$ cat src/rtl/vga_sync_monitor.sv
// vga_sync_monitor
// Receive-side checker for VGA-style HS/VS/blank timing. Registers the sync
// inputs, rebuilds line/frame counters from the sync edges, and locks once a
// full frame has been checked. While locked it regenerates row/col/pixel_valid
// and flags line, frame, sync-width and blank-window violations.
module vga_sync_monitor #(
  parameter int H_TOTAL      = 1056,
  parameter int H_SYNC       = 128,
  parameter int H_DISP_START = 216,
  parameter int H_DISP       = 800,
  parameter int V_TOTAL      = 628,
  parameter int V_SYNC       = 4,
  parameter int V_DISP_START = 27,
  parameter int V_DISP       = 600
) (
  input  logic       clock_40MHz,
  input  logic       reset,
  input  logic       HS,
  input  logic       VS,
  input  logic       blank,
  output logic [9:0] row,
  output logic [9:0] col,
  output logic       pixel_valid,
  output logic       line_start,
  output logic       frame_start,
  output logic       locked,
  output logic       h_err,
  output logic       v_err,
  output logic       blank_err
);

  // Timing constants sized to the counter arithmetic they are compared with.
  localparam logic [11:0] HTOT_C = 12'(H_TOTAL);
  localparam logic [11:0] VTOT_C = 12'(V_TOTAL);
  localparam logic [10:0] HSYN_C = 11'(H_SYNC);
  localparam logic [10:0] VSYN_C = 11'(V_SYNC);
  localparam logic [10:0] HDS_C  = 11'(H_DISP_START);
  localparam logic [10:0] HDE_C  = 11'(H_DISP_START + H_DISP - 1);
  localparam logic [10:0] VDS_C  = 11'(V_DISP_START);
  localparam logic [10:0] VDE_C  = 11'(V_DISP_START + V_DISP - 1);
  localparam logic [10:0] CNT_MAX_C = 11'h7FF;

  typedef enum logic [1:0] {
    SEARCH = 2'd0,
    SYNC   = 2'd1,
    LOCKED = 2'd2
  } state_t;

  // Input stage and previous-value registers
  logic hs_q, vs_q, blank_q, hs_prev_q, vs_prev_q;
  // Counters and FSM
  logic [10:0] h_count_q, h_count_d, v_count_q, v_count_d;
  state_t      state_q, state_d;
  // Registered outputs
  logic [9:0]  row_q, row_d, col_q, col_d;
  logic        pixel_valid_q, pixel_valid_d;
  logic        line_start_q, line_start_d, frame_start_q, frame_start_d;
  logic        locked_q, locked_d;
  logic        h_err_q, h_err_d, v_err_q, v_err_d, blank_err_q, blank_err_d;

  // Edge and check terms
  logic        hs_fall_s, hs_rise_s, vs_fall_s, vs_rise_s;
  logic [10:0] h_inc_s, v_inc_s;
  logic        h_fail_s, v_fail_s, chk_en_s, lock_s, in_win_s;
  logic [10:0] h_diff_s, v_diff_s;

  assign hs_fall_s = ~hs_q & hs_prev_q;
  assign hs_rise_s = hs_q & ~hs_prev_q;
  assign vs_fall_s = ~vs_q & vs_prev_q;
  assign vs_rise_s = vs_q & ~vs_prev_q;

  assign h_inc_s = (h_count_q == CNT_MAX_C) ? CNT_MAX_C : h_count_q + 11'd1;
  assign v_inc_s = (v_count_q == CNT_MAX_C) ? CNT_MAX_C : v_count_q + 11'd1;

  // Register the raw sync/blank inputs and keep one cycle of history for edges.
  always_ff @(posedge clock_40MHz or posedge reset) begin
    if (reset) begin
      hs_q      <= 1'b0;
      vs_q      <= 1'b0;
      blank_q   <= 1'b0;
      hs_prev_q <= 1'b0;
      vs_prev_q <= 1'b0;
    end else begin
      hs_q      <= HS;
      vs_q      <= VS;
      blank_q   <= blank;
      hs_prev_q <= hs_q;
      vs_prev_q <= vs_q;
    end
  end

  // Current-cycle counter values; these track the generator position of the
  // sample now held in the input stage.
  always_comb begin
    h_count_d = h_inc_s;
    v_count_d = v_count_q;
    if ((state_q == SEARCH) && vs_fall_s) begin
      h_count_d = 11'd0;
      v_count_d = 11'd0;
    end else if (hs_fall_s) begin
      h_count_d = 11'd0;
      if (vs_fall_s) begin
        v_count_d = 11'd0;
      end else begin
        v_count_d = v_inc_s;
      end
    end else begin
      h_count_d = h_inc_s;
      v_count_d = v_count_q;
    end
  end

  // Line/frame length and sync width checks; a VS edge off the line start is
  // also a frame error.
  assign h_fail_s = (hs_fall_s && (({1'b0, h_count_q} + 12'd1) != HTOT_C)) ||
                    (hs_rise_s && (h_count_d != HSYN_C));
  assign v_fail_s = (vs_fall_s && (({1'b0, v_count_q} + 12'd1) != VTOT_C)) ||
                    (vs_rise_s && (v_count_d != VSYN_C)) ||
                    (vs_fall_s && !hs_fall_s);
  assign chk_en_s = (state_q != SEARCH);

  // Lock FSM next state; a failing check always wins over a passing frame.
  always_comb begin
    state_d = state_q;
    case (state_q)
      SEARCH: begin
        if (vs_fall_s) begin
          state_d = SYNC;
        end else begin
          state_d = SEARCH;
        end
      end
      SYNC: begin
        if (h_fail_s || v_fail_s) begin
          state_d = SEARCH;
        end else if (vs_fall_s) begin
          state_d = LOCKED;
        end else begin
          state_d = SYNC;
        end
      end
      LOCKED: begin
        if (h_fail_s || v_fail_s) begin
          state_d = SEARCH;
        end else begin
          state_d = LOCKED;
        end
      end
      default: state_d = SEARCH;
    endcase
  end

  // Counter and FSM state registers.
  always_ff @(posedge clock_40MHz or posedge reset) begin
    if (reset) begin
      h_count_q <= 11'd0;
      v_count_q <= 11'd0;
      state_q   <= SEARCH;
    end else begin
      h_count_q <= h_count_d;
      v_count_q <= v_count_d;
      state_q   <= state_d;
    end
  end

  // Output gating follows the state being entered so locked, error pulses and
  // the regenerated pixel stream change together.
  assign lock_s   = (state_d == LOCKED);
  assign in_win_s = (h_count_d >= HDS_C) && (h_count_d <= HDE_C) &&
                    (v_count_d >= VDS_C) && (v_count_d <= VDE_C);
  assign h_diff_s = h_count_d - HDS_C;
  assign v_diff_s = v_count_d - VDS_C;

  // Next values for all registered outputs.
  always_comb begin
    pixel_valid_d = 1'b0;
    row_d         = 10'd0;
    col_d         = 10'd0;
    if (lock_s && in_win_s) begin
      pixel_valid_d = 1'b1;
      row_d         = v_diff_s[9:0];
      col_d         = h_diff_s[9:0];
    end else begin
      pixel_valid_d = 1'b0;
      row_d         = 10'd0;
      col_d         = 10'd0;
    end
    line_start_d  = lock_s & hs_fall_s;
    frame_start_d = lock_s & vs_fall_s;
    locked_d      = lock_s;
    h_err_d       = chk_en_s & h_fail_s;
    v_err_d       = chk_en_s & v_fail_s;
    blank_err_d   = lock_s & (blank_q != ~in_win_s);
  end

  // Output registers.
  always_ff @(posedge clock_40MHz or posedge reset) begin
    if (reset) begin
      row_q         <= 10'd0;
      col_q         <= 10'd0;
      pixel_valid_q <= 1'b0;
      line_start_q  <= 1'b0;
      frame_start_q <= 1'b0;
      locked_q      <= 1'b0;
      h_err_q       <= 1'b0;
      v_err_q       <= 1'b0;
      blank_err_q   <= 1'b0;
    end else begin
      row_q         <= row_d;
      col_q         <= col_d;
      pixel_valid_q <= pixel_valid_d;
      line_start_q  <= line_start_d;
      frame_start_q <= frame_start_d;
      locked_q      <= locked_d;
      h_err_q       <= h_err_d;
      v_err_q       <= v_err_d;
      blank_err_q   <= blank_err_d;
    end
  end

  assign row         = row_q;
  assign col         = col_q;
  assign pixel_valid = pixel_valid_q;
  assign line_start  = line_start_q;
  assign frame_start = frame_start_q;
  assign locked      = locked_q;
  assign h_err       = h_err_q;
  assign v_err       = v_err_q;
  assign blank_err   = blank_err_q;

endmodule
$ cat config.mk
export PLATFORM = sky130hd
export DESIGN_NAME = vga_sync_monitor
export DESIGN_NICKNAME = d
export VERILOG_FILES = /design/src/rtl/vga_sync_monitor.sv
export SDC_FILE = /design/constraint.sdc
export NUM_CORES = 1
export LEC_CHECK = 0
export CORE_MARGIN = 2
export CORE_UTILIZATION = 41
export CTS_CLUSTER_SIZE = 40
export DETAILED_ROUTE_END_ITERATION = 8
export PLACE_DENSITY_LB_ADDON = 0.15
export SLEW_MARGIN = 20
export SYNTH_ARGS = -nofsm -noshare
export SYNTH_HDL_FRONTEND = slang
export SYNTH_SLANG_ARGS = --single-unit
$ cat constraint.sdc
create_clock -name clock_40MHz -period 6.8 [get_ports clock_40MHz]
set_input_delay 1.36 -clock clock_40MHz [delete_from_list [all_inputs] [get_ports clock_40MHz]]
set_output_delay 1.36 -clock clock_40MHz [all_outputs]
set_load 0.02 [all_outputs]
==> results of run 1 <==
==> cell usage in the layout, fill, tap and decap left out, types with 3 or more instances in the layout <==
cell type / instances
dfrtp_1: 56
ha_1: 7
nand4_1: 9
clkdlybuf4s50_1: 31
a41oi_1: 3
nand2_1: 22
xor2_1: 9
nand2b_1: 5
nor3_1: 5
o21ai_0: 10
inv_2: 3
nand3_1: 11
and2_1: 5
xnor2_1: 13
a31oi_1: 5
a21oi_1: 17
o221ai_1: 3
a2111oi_2: 3
a211oi_2: 3
clkbuf_8: 5
and3_1: 4
nor2_1: 36
or3_1: 3
o22ai_1: 3
o31ai_1: 4
inv_1: 12
nor4_1: 5
nor3_2: 13
==> cells by family (layout without fill, tap and decap cells) <==
group           count (synthesis)  after routing  synth area share
compound gates                 77             77             0.186
xor+xnor                       22             22            0.0584
fa+ha+maj                       7              7            0.0266
buf+inv                        34             55            0.0512
flops                          56             56             0.425
mux                             1              1           0.00304
simple gates                  140            140             0.250
==> report_power, final <==
group / internal [mW] / leakage, nW / switching, mW
logic: 0.0331 / 0.700 / 0.0637
registers: 0.344 / 0.763 / 0.0163
clock network: 0.111 / 0.0548 / 0.116
total: 0.488 / 1.52 / 0.196
==> per-layer routing <==
| metal | vias to the layer above | global-route usage |
|---|---|---|
| li1 | 1265 | - |
| met1 | 1283 | 0.282 |
| met2 | 111 | 0.286 |
| met3 | 10 | 0.0449 |
| met4 | 0 | 0.0423 |
| met5 | - | 0 |
==> final timing paths <==
kind / from / endpoint / depth (start not counted)
setup / recovery: h_count_q[0] / col[2] / 11
hold / removal: hs_q / hs_prev_q / 0
setup reg to reg: h_count_q[0] / col[2] / 11
hold reg to reg: hs_q / hs_prev_q / 0
max in group asynchronous: reset / v_count_q[9] / 3
min in group asynchronous: reset / hs_q / 3
==> through the flow <==
step           cells  cell area, um^2  hold slack [ns]
2_1_floorplan    337             3300            0.404
3_3_place_gp     452             3640            0.489
3_5_place_dp     452             3640            0.499
4_1_cts          460             3760            0.532
5_1_grt          460             3770            0.542
6_report         460             3770            0.517
==> state kept, by name, summed over array words and instances, names as in the netlist, 2 cells and up <==
register	flops
state_q	2
h_count_q	11
row	10
col	10
v_count_q	11
==> final cells by class <==
cell class / instances / area [um^2] / area share
clock buffer: 5 / 68.8 / 0.0183
inverter: 15 / 56.3 / 0.0150
clock inverter: 3 / 46.3 / 0.0123
multi-input combinational: 247 / 1750 / 0.464
sequential: 56 / 1400 / 0.372
tap: 102 / 128 / 0.0339
timing repair buffer: 32 / 318 / 0.0844
==> metrics, run 1 <==
run status finished, final reports clean; Core Area a little under 0.008 mm^2; Rows 32; Synth top area share 0.425; via count around 2700; vias in the first global route ~2600; Seq cells post-synth 56; Setup crit start kind register; synthesized instance count 337; max incr delay on CP 0.76 ns; Final nets ~370; Metal-1 WL between 3 and 4 mm; Pwr Total approximately 700 uW; first-pass GRT wire length roughly 13 mm; Arr. time, crit path around 4.5 ns; Clock Sink Count 56; Final Hold Fails 0; DRT iter0 DRCs ~200; drt total wl a little under 8 mm; cts repair resizes 0; clk root buf clkbuf_8; chip width 93.7 um; IO Port Bufs 31; clk slew on worst S/H paths 0.11 ns; DRC errors left 0; Syn Area/Cell roughly 9.8 um^2; cells along the critical path ha_1 > nand3_1 > or4_1 > a21oi_1 > ha_1 > and4b_1 > o31ai_1 > a31oi_1 > a211oi_2 > nand3_2 > a2111oi_2; count leader, synth dfrtp_1; kind of cell adding the most delay to the critical path simple AND/OR/NAND/NOR gates; GRT Total Usage 0.191; asr flop ratio synth 1.00; share of cells above drive strength 1 0.128; die boundary height about 94 um; FMAX 235 MHz; area grow syn2layout 14.2%; global route overflow 0; slowest CP cell or4_1; Max clock buf depth 2; fin crit share 0.626; fillers roughly 740; routability cong. approximately 0.95; length of the first detailed-routing pass in iterations 5; critical path type register to register; Slew HR 0.512; cell taking the most area after synthesis dfrtp_1; dominant cells by area after synthesis dfrtp_1 (42%), nor2_1 (4.1%), nor3_2 (3.9%); flop2flop setup slack between 2 and 3 ns; initial antenna violation count 0; num ports 32; pre-CTS WS 2.58 ns; initial core utilization 0.425; cell mode on critical path ha_1; Max Used Layer met4; Routed Antenna Nets 0; Distinct cells, synth 70; Setup Total Neg Slack 0 ns; fin crit period ~4.3 ns; Setup crit end kind register; setup bufs post-CTS 0; worst hold path class register to register; Final setup viols 0; worst-path fanout max 21; clk_skew 0.00871 ns; DR WL met3 between 500 and 600 um; dpl hpwl roughly 5.6 mm; DIE AREA 0.00878 mm^2; Final Max Slew Viols 0; RSZ-0062 raised after global routing no; dominant register cell in the synthesized netlist dfrtp_1; CTS tree yes; WP buf/inv 0; Post-synth EDFFs 0; met2 routed WL between 3 and 4 mm; Required @ worst endpoint 7.01 ns; Max Cap Viol 0; synth warn 0; Num CTS Buffers 5; sequential share of the synthesized area 0.425; Max rail drop VDD 88.1 uV; Slew @ Worst Pin slightly above 0.7 ns; Vias/cell 5.80; drt wl/cell 17.2 um; power per cell area around 180 mW/mm^2; syn_nets approximately 350; cts hold-fix bufs 0; largest net degree at the start of global routing 57; Synth Cell Area 0.00330 mm^2; Post-Route Utilization 0.485; Leak Pwr between 1.5 and 2 nW; Post-synth top cells dfrtp_1 (56), nor2_1 (36), nand2_1 (22); later-pin clock latency in the skew report about 0.32 ns; ANT cells 0; Final WS setup ~2.5 ns; CTS H-tree depth 2
Note: power is estimated with default switching activity, not from simulation.
==> run 2, diff against run 1 <==
Clock period 6.8 ns to 3.4 ns, I/O delays scaled along.
==> metrics, run 2 (same netlist as run 1, synthesis figures left out) <==
run status finished, final reports clean; DR WL met3 roughly 460 um; Slew HR 0.572; global route overflow 0; flop2flop setup slack ~0.12 ns; hold depth 0; cells along the critical path ha_1 > and4_4 > and3_4 > o311a_4 > o31ai_2 > nand3_1 > o311ai_4 > nand4_4 > buf_4 > nor3b_2; DRC errors left 0; Final setup viols 0; Rows 32; pre-CTS WS roughly 0.18 ns; Slew @ Worst Pin approximately 0.64 ns; ANT cells 0; Final Max Slew Viols 0; Arr. time, crit path about 3.5 ns; cts hold-fix bufs 0; critical path type register to register; Post-Route Utilization 0.516; CTS tree yes; kind of cell adding the most delay to the critical path simple AND/OR/NAND/NOR gates; Required @ worst endpoint 3.60 ns; met2 routed WL around 3.8 mm; initial core utilization 0.425; via count 2804; Leak Pwr around 1.7 nW; WP buf/inv 1; Setup crit start kind register; worst-path fanout max 12; drt wl/cell about 18 um; first-pass GRT wire length 14.4 mm; clk root buf clkbuf_8; dpl hpwl approximately 6.5 mm; Num CTS Buffers 5; Max Used Layer met4; FMAX ~310 MHz; r2r endpoint blank_err; area grow syn2layout 21.4%; num ports 32; FF-to-FF Start v_count_q[0]; worst hold path class register to register; Core Area ~0.008 mm^2; commonest non-fill, non-tap cell in the layout dfrtp_1; DIE AREA between 0.008 and 0.009 mm^2; Vias/cell 5.71; DRT iter0 DRCs around 250; Final WS setup 0.125 ns; clk_skew 0.0116 ns; Routed Antenna Nets 0; die boundary height ~94 um; CTS H-tree depth 2; Clock Sink Count 56; Hold Crit Endpoint hs_prev_q; Setup crit end kind register; later-pin clock latency in the skew report roughly 0.32 ns; power per cell area about 330 mW/mm^2; fin crit period 3.28 ns; chip width about 94 um; Max Cap Viol 0; most frequent cells in the layout dfrtp_1 (55), nor2_1 (35), clkdlybuf4s50_1 (31), buf_4 (31), nand2_1 (22); fin crit share 0.963; Hold WS 0.542 ns; total stage count of the critical path 10; Final nets 400; GRT Total Usage 0.211; FF-to-FF path depth 10; length of the first detailed-routing pass in iterations 5; max incr delay on CP around 0.44 ns; Top Registers h_count_q (11), v_count_q (11); initial antenna violation count 0; share of cells above drive strength 1 0.208; Pwr Total 1.33 mW; Hold Startpoint hs_q; slowest CP cell dfrtp_1; largest net degree at the start of global routing 28; Final Hold Fails 0; Max clock buf depth 2; routability cong. between 0.8 and 0.9; drt total wl around 8.6 mm; clk slew on worst S/H paths ~0.10 ns; IO Port Bufs 31; vias in the first global route 2595; Max rail drop VDD 185 uV; Metal-1 WL 4.22 mm
[run 2: worst max path at each step]
stage                       from         to
floorplan           h_count_q[0]     col[1]
global placement    v_count_q[0]  blank_err
detailed placement  v_count_q[0]  blank_err
CTS                 v_count_q[0]  blank_err
global route        v_count_q[1]     col[2]
finish              v_count_q[0]  blank_err
[run 2: worst register-to-register path, cell delays in order (launching register included)]
cell      delay (ns)
dfrtp_1         0.44
ha_1            0.28
and4_4          0.23
and3_4          0.18
o311a_4         0.31
o31ai_2         0.33
nand3_1         0.19
o311ai_4        0.40
nand4_4         0.27
buf_4           0.27
nor3b_2         0.26
[run 2: area by class of cell]
cell class	instances	area (um^2)
timing repair buffer	63	563
tap	102	128
multi-input combinational	247	1760
inverter	15	56.3
clock buffer	7	86.3
clock inverter	1	7.51
sequential	56	1400
fill	723	3760
[run 2: stage by stage]
step | std cells | setup TNS [ns] | cell area [um^2]
floorplan | 337 | 0 | 3300
finish | 491 | 0 | 4010
CTS | 490 | 0 | 3970
global route | 491 | -0.00867 | 4010
detailed placement | 482 | 0 | 3880
global placement | 482 | 0 | 3880
[run 2: power by group]
group	switching, mW	internal, mW
Sequential	0.0211	0.688
Combinational	0.155	0.0911
Clock	0.214	0.166
Total	0.390	0.945
[run 2: routing by layer]
layer,vias to the layer above,track usage
met5,-,0
met4,0,0.0483
met3,8,0.0289
met2,103,0.320
met1,1359,0.320
li1,1334,-
[run 2: timing repair]
item,CTS,global route
hold endpoints to repair,0,0
buffers inserted,0,1
setup endpoints to repair,0,14
gates resized for setup,0,7
==> run 3, diff against run 2 <==
Settings changed: REMOVE_ABC_BUFFERS from default to 1, SLEW_MARGIN 20 to default.
==> metrics, run 3 (same netlist as run 1, synthesis figures left out) <==
run status finished, final reports clean; chip width about 94 um; routability cong. roughly 0.95; Vias/cell approximately 5.7; Setup crit start kind register; DIE AREA ~0.009 mm^2; placed instance count 477; pre-CTS WS -0.0141 ns; first-pass GRT wire length about 13 mm; final cell count without fillers between 400 and 500; Arr. time, crit path between 3 and 4 ns; IO Port Bufs 31; cells along the critical path ha_1 > nand3_2 > or4_4 > nand2_1 > nand2_1 > inv_1 > ha_4 > and4b_1 > o31ai_1 > a31oi_1 > a211oi_2 > nand3_2 > buf_12 > a2111oi_2; Routed Antenna Nets 0; cts hold-fix bufs 0; DRC errors left 0; Leak Pwr ~1.6 nW; Pint 956 uW; FF-to-FF Start h_count_q[0]; Top Registers h_count_q (11), v_count_q (11); Slew HR 0.507; area grow syn2layout 21.0%; Max Cap Viol 0; via count 2764; critical path type register to register; worst-path fanout max 17; kind of cell adding the most delay to the critical path simple AND/OR/NAND/NOR gates; later-pin clock latency in the skew report about 0.31 ns; ANT cells 0; clk root buf clkbuf_8; Hold Startpoint state_q[1]; initial core utilization 0.425; length of the first detailed-routing pass in iterations 4; Post-Route Utilization 0.514; DRT iter0 DRCs between 150 and 200; GRT Total Usage 0.190; FMAX ~310 MHz; share of cells above drive strength 1 0.208; Final Max Slew Viols 0; clk slew on worst S/H paths around 0.090 ns; part of the power in combinational logic 0.168; Final setup viols 0; Worst Setup SP h_count_q[0]; sequential power share 0.541; fin area ~0.004 mm^2; Final Hold Fails 0; Setup Total Neg Slack 0 ns; CTS tree yes; fin crit period about 3.2 ns; Rows 32; num ports 32; Max clock buf depth 2; WP buf/inv 2; Core Area 0.00777 mm^2; Setup crit end kind register; Placement Cell Area between 0.003 and 0.004 mm^2; commonest non-fill, non-tap cell in the layout dfrtp_1; Max rail drop VDD 220 uV; NetSw 367 uW; Final nets ~400; Num CTS Buffers 5; clock share of power 0.291; Slew @ Worst Pin around 0.74 ns; dpl hpwl between 5 and 6 mm; vias in the first global route roughly 2700; drt total wl ~8 mm; Required @ worst endpoint ~3.6 ns; Final WS setup approximately 0.22 ns; slowest CP cell or4_4; worst hold path class register to register; Switching Fraction 0.277; fin crit share 0.934; initial antenna violation count 0; clk_skew ~0.0087 ns; most frequent cells in the layout dfrtp_1 (54), nor2_1 (36), clkdlybuf4s50_1 (31); max incr delay on CP 0.47 ns; global route overflow 0; power per cell area between 300 and 400 mW/mm^2; Clock Sink Count between 50 and 60; CTS H-tree depth 2; drt wl/cell 16.3 um; die boundary height between 90 and 100 um; largest net degree at the start of global routing 57
## run 3: changes by cell type in the layout (fill, tap and decap cells not counted), sizes merged
cell,previous run,this run
clkinvlp,1,0
buf,32,29
## run 3: final cells by class
type	instances	area, um^2
flip-flops and latches	56	1400
multi-input cells	247	1770
inverters	15	56.3
well taps	102	128
repair buffers	60	541
clock buffers	7	96.3
fillers	738	3780
## run 3: routing by layer
metal	track usage	wire, um	vias up
met5	0	0	-
met4	0.0495	105	0
met3	0.0265	370	10
met2	0.309	3840	82
met1	0.268	3600	1343
li1	-	-	1329
## run 3: path summary, 6_finish.rpt
kind	to	slack [ns]	depth (start not counted)
worst max-delay path	col[1]	0.22	14
worst min-delay path	state_q[0]	0.52	1
min in group asynchronous	blank_err	0.88	3
max in group asynchronous	h_count_q[2]	2.03	3
worst max register to register	col[1]	0.22	14
worst min register to register	state_q[0]	0.52	1
## run 3: what timing repair did
action,in CTS,in global routing
hold endpoints to repair,0,0
buffers inserted,0,3
resized for setup,1,9
pin swaps,0,2
endpoints found under the setup margin,4,16
## run 3: power by group through the flow
stage                     logic, mW  clock network [mW]  registers, mW
after floorplan               0.136                   0          0.727
after global placement        0.213                   0          0.727
after detailed placement      0.212                   0          0.727
after CTS                     0.214               0.400          0.715
after global routing          0.250               0.432          0.719
final                         0.222               0.385          0.715
## run 3: metrics by stage
stage	total power, mW	hold slack (ns)
2_1_floorplan	0.862	0.404
3_3_place_gp	0.940	0.505
3_5_place_dp	0.940	0.508
4_1_cts	1.33	0.520
5_1_grt	1.40	0.539
6_report	1.32	0.522
